### config.mk
export PLATFORM = sky130hd
export DESIGN_NAME = alu_serial
export DESIGN_NICKNAME = d
export VERILOG_FILES = /design/src/rtl/alu_serial_pkg.sv /design/src/rtl/alu_serial_alu1.sv /design/src/rtl/alu_serial.sv
export SDC_FILE = /design/constraint.sdc
export NUM_CORES = 1
export LEC_CHECK = 0
export CORE_MARGIN = 4
export CORE_UTILIZATION = 40
export CTS_CLUSTER_SIZE = 20
export DETAILED_ROUTE_END_ITERATION = 16
export GPL_TIMING_DRIVEN = 1
export PLACE_DENSITY_LB_ADDON = 0.2
export SLEW_MARGIN = 20
export SYNTH_ARGS = -nofsm -noshare
export SYNTH_HDL_FRONTEND = slang
export SYNTH_HIERARCHICAL = 1
export SYNTH_SLANG_ARGS = --single-unit
### constraint.sdc
create_clock -name clock -period 2.38 [get_ports clock]
set_input_delay 0.595 -clock clock [delete_from_list [all_inputs] [get_ports clock]]
set_output_delay 0.595 -clock clock [all_outputs]
set_load 0.01 [all_outputs]
### src/rtl/alu_serial_pkg.sv
// rtl/alu_serial_pkg.sv - ALU op codes and helpers shared by the serial ALU, its slice and benches
//
// Purpose: single home for the ALU_* op codes so the sequencer, the 1-bit
// slice and the testbench agree on encodings.
// Ports: none (package).
package alu_serial_pkg;

  localparam logic [2:0] ALU_ADD = 3'd2;
  localparam logic [2:0] ALU_SUB = 3'd3;
  localparam logic [2:0] ALU_AND = 3'd4;
  localparam logic [2:0] ALU_OR  = 3'd5;
  localparam logic [2:0] ALU_NOR = 3'd6;
  localparam logic [2:0] ALU_XOR = 3'd7;

  // Carry and overflow only carry meaning for the two arithmetic ops.
  function automatic logic is_arith(input logic [2:0] op);
    return (op == ALU_ADD) || (op == ALU_SUB);
  endfunction

endpackage

### src/rtl/alu_serial_alu1.sv
// rtl/alu_serial_alu1.sv - combinational 1-bit ALU slice (alu1)
//
// Purpose: one bit of the ALU datapath with carry-in/carry-out so slices can
// be chained combinationally or driven bit-serially.
// Ports:
//   a, b      in   operand bits
//   carryin   in   carry into this bit (1 on bit 0 for SUB)
//   control   in   ALU_* op code
//   out       out  result bit
//   carryout  out  carry out of this bit (0 for logic ops)
module alu1
  import alu_serial_pkg::*;
(
  input  logic       a,
  input  logic       b,
  input  logic       carryin,
  input  logic [2:0] control,
  output logic       out,
  output logic       carryout
);

  logic b_eff;

  always_comb begin
    // SUB is A + ~B + 1; the +1 arrives as carryin on bit 0.
    b_eff    = (control == ALU_SUB) ? ~b : b;
    out      = 1'b0;
    carryout = 1'b0;
    case (control)
      ALU_ADD, ALU_SUB: begin
        out      = a ^ b_eff ^ carryin;
        carryout = (a & b_eff) | (carryin & (a ^ b_eff));
      end
      ALU_AND: out = a & b;
      ALU_OR:  out = a | b;
      ALU_NOR: out = ~(a | b);
      ALU_XOR: out = a ^ b;
      default: out = 1'b0;
    endcase
  end

endmodule

### src/rtl/alu_serial.sv
// rtl/alu_serial.sv - bit-serial WIDTH-bit ALU sequencer around a single alu1 slice
//
// Purpose: accepts a full-width op on start, feeds one operand bit per clock
// (LSB first) into alu1 with its carry-out registered back to carry-in, and
// reports the collected result and flags with a one-cycle done pulse.
// Ports:
//   clock     in   rising-edge clock
//   reset     in   synchronous active-high reset
//   start     in   request, sampled only in IDLE
//   A, B      in   operands, captured on accepted start
//   control   in   ALU_* op code, captured on accepted start
//   busy      out  operation in flight (through the done cycle)
//   done      out  one-cycle completion pulse
//   out       out  result, held until the next completion
//   carryout  out  carry out of the MSB (arith ops only)
//   overflow  out  signed overflow (arith ops only)
//   zero      out  out == 0
//   negative  out  out[WIDTH-1]
module alu_serial
  import alu_serial_pkg::*;
#(
  parameter int WIDTH = 32
)
(
  input  logic             clock,
  input  logic             reset,
  input  logic             start,
  input  logic [WIDTH-1:0] A,
  input  logic [WIDTH-1:0] B,
  input  logic [2:0]       control,
  output logic             busy,
  output logic             done,
  output logic [WIDTH-1:0] out,
  output logic             carryout,
  output logic             overflow,
  output logic             zero,
  output logic             negative
);

  localparam int CW = $clog2(WIDTH);
  localparam logic [CW-1:0] LAST = CW'(WIDTH - 1);

  typedef enum logic [1:0] {
    S_IDLE = 2'd0,
    S_RUN  = 2'd1,
    S_DONE = 2'd2
  } state_t;

  state_t           state;
  logic [WIDTH-1:0] a_sh;
  logic [WIDTH-1:0] b_sh;
  logic [WIDTH-1:0] res;
  logic [2:0]       op;
  logic             carry;
  logic             msb_cin;
  logic [CW-1:0]    count;
  logic             slice_out;
  logic             slice_cout;

  alu1 u_alu1 (
    .a        (a_sh[0]),
    .b        (b_sh[0]),
    .carryin  (carry),
    .control  (op),
    .out      (slice_out),
    .carryout (slice_cout)
  );

  always_ff @(posedge clock) begin
    if (reset) begin
      state    <= S_IDLE;
      a_sh     <= '0;
      b_sh     <= '0;
      res      <= '0;
      op       <= '0;
      carry    <= 1'b0;
      msb_cin  <= 1'b0;
      count    <= '0;
      out      <= '0;
      carryout <= 1'b0;
      overflow <= 1'b0;
      busy     <= 1'b0;
      done     <= 1'b0;
    end else begin
      done <= 1'b0;
      case (state)
        S_IDLE: begin
          // busy stays high through the done cycle, which is spent here.
          if (start) begin
            a_sh  <= A;
            b_sh  <= B;
            op    <= control;
            carry <= (control == ALU_SUB);
            count <= '0;
            busy  <= 1'b1;
            state <= S_RUN;
          end else begin
            busy <= 1'b0;
          end
        end
        S_RUN: begin
          a_sh  <= a_sh >> 1;
          b_sh  <= b_sh >> 1;
          res   <= {slice_out, res[WIDTH-1:1]};
          carry <= slice_cout;
          if (count == LAST) begin
            // carry here is still the carry into the MSB slice.
            msb_cin <= carry;
            count   <= '0;
            state   <= S_DONE;
          end else begin
            count <= count + 1'b1;
          end
        end
        S_DONE: begin
          out      <= res;
          carryout <= is_arith(op) ? carry : 1'b0;
          overflow <= is_arith(op) ? (msb_cin ^ carry) : 1'b0;
          done     <= 1'b1;
          state    <= S_IDLE;
        end
        default: state <= S_IDLE;
      endcase
    end
  end

  assign zero     = (out == '0);
  assign negative = out[WIDTH-1];

endmodule
Yosys cells after proc, flatten, opt, wreduce, memory -nomap -nowiden
Index checks and enable logic that the tools add are counted.

operators by class
  bitwise logic cells = 11
  equal/unequal tests = 12
  $add $sub $neg = 1
  reduce and logical (&&, ||, !) cells = 9
  muxes and demuxes = 19

operators with widths
  kind                 number
  $pmux 32 s2          2
  $mux 32              2
  $logic_not 32->1     1
  $eq 3x3->1 const B   4
  $mux 5               2
  $pmux 5 s2           1
  $eq 3x2->1 const B   3
  $reduce_and 2->1     4
  $mux 1               7
  $add 5x1->5 const B  1
  $eq 5x5->1 const B   1
  $pmux 1 s5           1
  $mux 2               2
  $ne 2x2->1 const B   2
  $pmux 2 s2           1
  $xor 1x1->1          4
  $and 1x1->1          3
  $eq 2x1->1 const B   1
  $eq 2x2->1 const B   1
  $logic_not 2->1      1
  $not 1->1            2
  $or 1x1->1           2
  $pmux 1 s2           1
  $reduce_bool 2->1    1
  other kinds (2)      2

storage, ports and cells
  register bits after elaboration = 144
  output and inout bits = 38
  word-level logic and storage cells = 65

Longest topological paths before layout
  depth after elaboration = 7
  mapped depth = 8

Modules after synthesis
Netlist, hierarchy kept.

by module, submodules not included
  module      times used  area an instance (um^2)  cells each  sequential area each (um^2)
  alu_serial  1           5726.7                   723         2882.8
  alu1        1           120.1                    16          0.0

Worst setup path after synthesis
Ideal clock, no wire load.

  kind = register -> register
  from = register count[0]
  to = register count[3]
  data required time = 2.289 ns
  path slack = 0.751 ns
  arrival time = 1.538 ns
  cell stages (with the launch flop) = 7
  library setup time = 0.091 ns
  cell sequence = dfxtp_1 > ha_1 > and3_1 > ha_1 > nor3b_2 > a41oi_1 > a311oi_1

on the way
  cells in the longest elaborated chain, start to end = 3
  elaborated cells on any way between the ends = 4

RTL lines
  element                                           line                                  RTL
  start, declared                                   alu_serial.sv:56                      logic [CW-1:0] count;
  start signal, assigned                            alu_serial.sv:112                     count <= count + 1'b1;
  $add 5x1->5 / $eq 5x5->1 (equally long branches)  alu_serial.sv:112, alu_serial.sv:106
  $mux 5 *                                          alu_serial.sv:106                     if (count == LAST) begin
  $pmux 5 s2 *                                      alu_serial.sv:86                      case (state)

Mark *: on every way between the ends. The rest lies on a longest branch, timed or not.
A chain may end at the register's enable or synchronous reset.

Worst setup path in the final report
  from = register out[20]
  to = output port zero

on the way
  cells in the longest elaborated chain, start to end = 1

RTL lines
  element                 line               RTL
  start, declared         alu_serial.sv:33   output logic [WIDTH-1:0] out,
  start signal, assigned  alu_serial.sv:116  out <= res;
  $logic_not 32->1        alu_serial.sv:127  assign zero = (out == '0);
  end, declared           alu_serial.sv:36   output logic zero,

Every way passes these cells.

==> impl_metrics.json <==
{
  "status": "finished, final reports clean",
  "vias": 5167,
  "cts_buffers": 17,
  "vias_per_cell": 5.14,
  "grt_pass1_vias": 5093,
  "most-common-layout-cells": "nand2_1 (267), dfxtp_1 (144), clkdlybuf4s50_1 (105)",
  "slew_viol_final": 0,
  "coreArea_mm2": 0.0141,
  "h-tree-depth": 4,
  "async_flop_share": 0,
  "antenna_left": 0,
  "clkTransAtPathRegs_ns": 0.06,
  "path_max_fanout": 3,
  "endpoint_kind": "output port",
  "hold_ws_ns": 0.458,
  "p_per_area_mw_per_mm2": 761,
  "synth_compound_area_frac": 0.180,
  "synth_edf_count": 0,
  "grt.total_usage": 0.167,
  "synthSimpleGateAreaFrac": 0.254,
  "grt_first_pass_wirelength_mm": 22.8,
  "hold_class": "flip-flop to flip-flop",
  "ys_seq_area_frac": 0.493,
  "cts_tree": "done",
  "critPathMaxStageDelay_ns": 0.33,
  "synthTopCellsByArea": "dfxtp_1 (49%), nand2_1 (17%), a311oi_1 (8.2%)",
  "period_share": 0.942,
  "die_h_um": 129,
  "critPathTopFamily": "simple AND/OR/NAND/NOR gates",
  "grt_max_degree": 71,
  "cts_root_buf": "clkbuf_16",
  "min_period_ns": 2.24,
  "post-dp-hpwl_mm": 8.49,
  "clk_latency_ns": 0.41,
  "first_pass_iters": 5,
  "internal-power_mw": 4.49,
  "synth.avg_cell_area_um2": 7.91,
  "worstPathArrival_ns": 1.65,
  "path_class": "flip-flop to output port",
  "synth_top_area_share": 0.493,
  "power_mw": 5.80,
  "seq_power_share": 0.448,
  "drt_wl_total_mm": 13.3,
  "dr.first_iter.drc_count": 354,
  "pre_cts_ws_ns": 0.179,
  "drive_gt1_frac": 0.0703,
  "wl_per_cell_um": 13.2,
  "combinationalPowerShare": 0.098,
  "fin_nets": 888,
  "fin_skew_ns": 0.00582,
  "start_kind": "flip-flop",
  "io_pins": 108,
  "overflow": 0,
  "antenna_found_initial": 0,
  "synthMuxAreaShare": 0.00342,
  "ir_drop_uv": 471,
  "synthDistinctLibCells": 31,
  "yosysWarnings": 6,
  "postSynthCellCount": 739,
  "switching_share": 0.226,
  "maxCapViolations": 0,
  "tightestPinTransition_ns": 0.457,
  "rsz0062_at_grt": "no",
  "port_buffers": 107,
  "cts_buffer_depth": 2,
  "start_util": 0.415,
  "final_common_cell": "nand2_1",
  "slew_headroom": 0.696,
  "n_antenna_cell": 0,
  "core.rowCount": 43,
  "gp_congestion": 0.745,
  "die-width_um": 129,
  "tns_ns": 0,
  "clockPowerShare": 0.454,
  "hold_buffers": 0,
  "synth_fa_ha_area_frac": 0.0120,
  "ys_ff_latch": 144,
  "synth_top_family_by_area": "simple AND/OR/NAND/NOR gates",
  "die_area_mm2": 0.0166,
  "p_sw_mw": 1.31,
  "postSynthNetCount": 814,
  "crit_slowest_cell": "dfxtp_1",
  "path_cells": "nor4_2 > buf_4 > nand4_1 > nor2_1 > dlygate4sd2_1",
  "setup_violations": 0,
  "netlist_area_mm2": 0.00585,
  "synth_flop_cell": "dfxtp_1",
  "cp.buffers_inverters": 2,
  "syn_to_final_growth_pct": 30.3,
  "synth_top_area_cell": "dfxtp_1",
  "clkSinkCount": 144,
  "fmax_mhz": 446,
  "p_leak_nw": 2.71,
  "drc_errors": 0,
  "synth-xor-area-share": 0.00300,
  "worst_slack_ns": 0.139,
  "finalHoldViolCount": 0,
  "crit_required_ns": 1.78
}
==> through the flow <==
step                      cell area, µm²   util  cells
after floorplan                     5850      -    739
after global placement              7020  0.498    974
after detailed placement            7020  0.498    974
after CTS                           7620  0.540   1005
after global routing                7620  0.540   1005
final                               7620  0.540   1005
==> worst reg2reg max path, delay by kind of cell, from the launching register on <==
kind / cells / cell delay (ns)
buf+inv: 1 / 0.40
flops: 1 / 0.58
simple gates: 2 / 0.62
compound gates: 1 / 0.17
==> state kept, by name, indices dropped and copies added, names as in the netlist <==
register,count
res,32
carry,1
carryout,1
overflow,1
a_sh,32
busy,1
state,2
msb_cin,1
op,3
done,1
b_sh,32
out,32
count,5
==> cells in the mapped netlist (2+ instances only) <==
| cell type | instances |
|---|---|
| a311oi_2 | 10 |
| nand3_1 | 8 |
| buf_2 | 33 |
| ha_1 | 4 |
| a21oi_1 | 76 |
| inv_1 | 4 |
| nand2_1 | 267 |
| nand2b_1 | 5 |
| buf_4 | 5 |
| mux2i_1 | 2 |
| clkbuf_1 | 25 |
| nand4_1 | 2 |
| nor4_1 | 8 |
| dfxtp_1 | 144 |
| o21ai_0 | 3 |
| nor2b_1 | 3 |
| nor2_1 | 72 |
| a311oi_1 | 55 |
==> power by group through the flow <==
stage	Clock, mW	Sequential, mW	Combinational [mW]
final	2.63	2.60	0.569
after global routing	2.81	2.61	0.640
after CTS	2.69	2.60	0.575
after detailed placement	0	2.65	0.573
after global placement	0	2.64	0.554
after floorplan	0	2.63	0.375
==> path summary, 6_finish.rpt <==
kind,from,endpoint,slack [ns],depth (start not counted)
worst min-delay path,res[0]$_SDFFE_PP0P_,res[0]$_SDFFE_PP0P_,0.46,2
worst max register to register,state[1]$_SDFFE_PP0P_,res[28]$_SDFFE_PP0P_,0.53,4
worst max-delay path,out[20]$_SDFFE_PP0P_,zero,0.14,5
worst min register to register,res[0]$_SDFFE_PP0P_,res[0]$_SDFFE_PP0P_,0.46,2
==> routing by layer <==
| layer | share of wire | global-route usage | wire length, µm | vias to the layer above |
|---|---|---|---|---|
| li1 | - | - | - | 2645 |
| met3 | 0.055 | 0.0531 | 734 | 11 |
| met1 | 0.47 | 0.208 | 6190 | 2379 |
| met2 | 0.47 | 0.273 | 6200 | 132 |
| met5 | 0 | 0 | 0 | - |
| met4 | 0.010 | 0.0562 | 136 | 0 |
==> logic make-up (layout without fill, tap and decap cells) <==
| logic type | Yosys count | in the layout |
|---|---|---|
| flops | 144 | 144 |
| mux | 2 | 2 |
| buf+inv | 68 | 154 |
| compound gates | 147 | 147 |
| fa+ha+maj | 5 | 5 |
| xor+xnor | 2 | 2 |
| simple gates | 371 | 371 |
==> final cells by class <==
cell class                      instances  area (µm²)
Tap cell                              180         225
Fill cell                            1333        6480
Sequential cell                       144        2880
Multi-Input combinational cell        527        2670
Clock buffer                           26         519
Timing Repair Buffer                  119        1230
Inverter                                4        15.0
Clock inverter                          5        75.1
==> repair_timing <==
action / CTS / global route
setup endpoints to repair: 1 / 0
resized for setup: 2 / 0
buffers inserted: 0 / 0
Note: power is estimated with default switching activity, not from simulation.
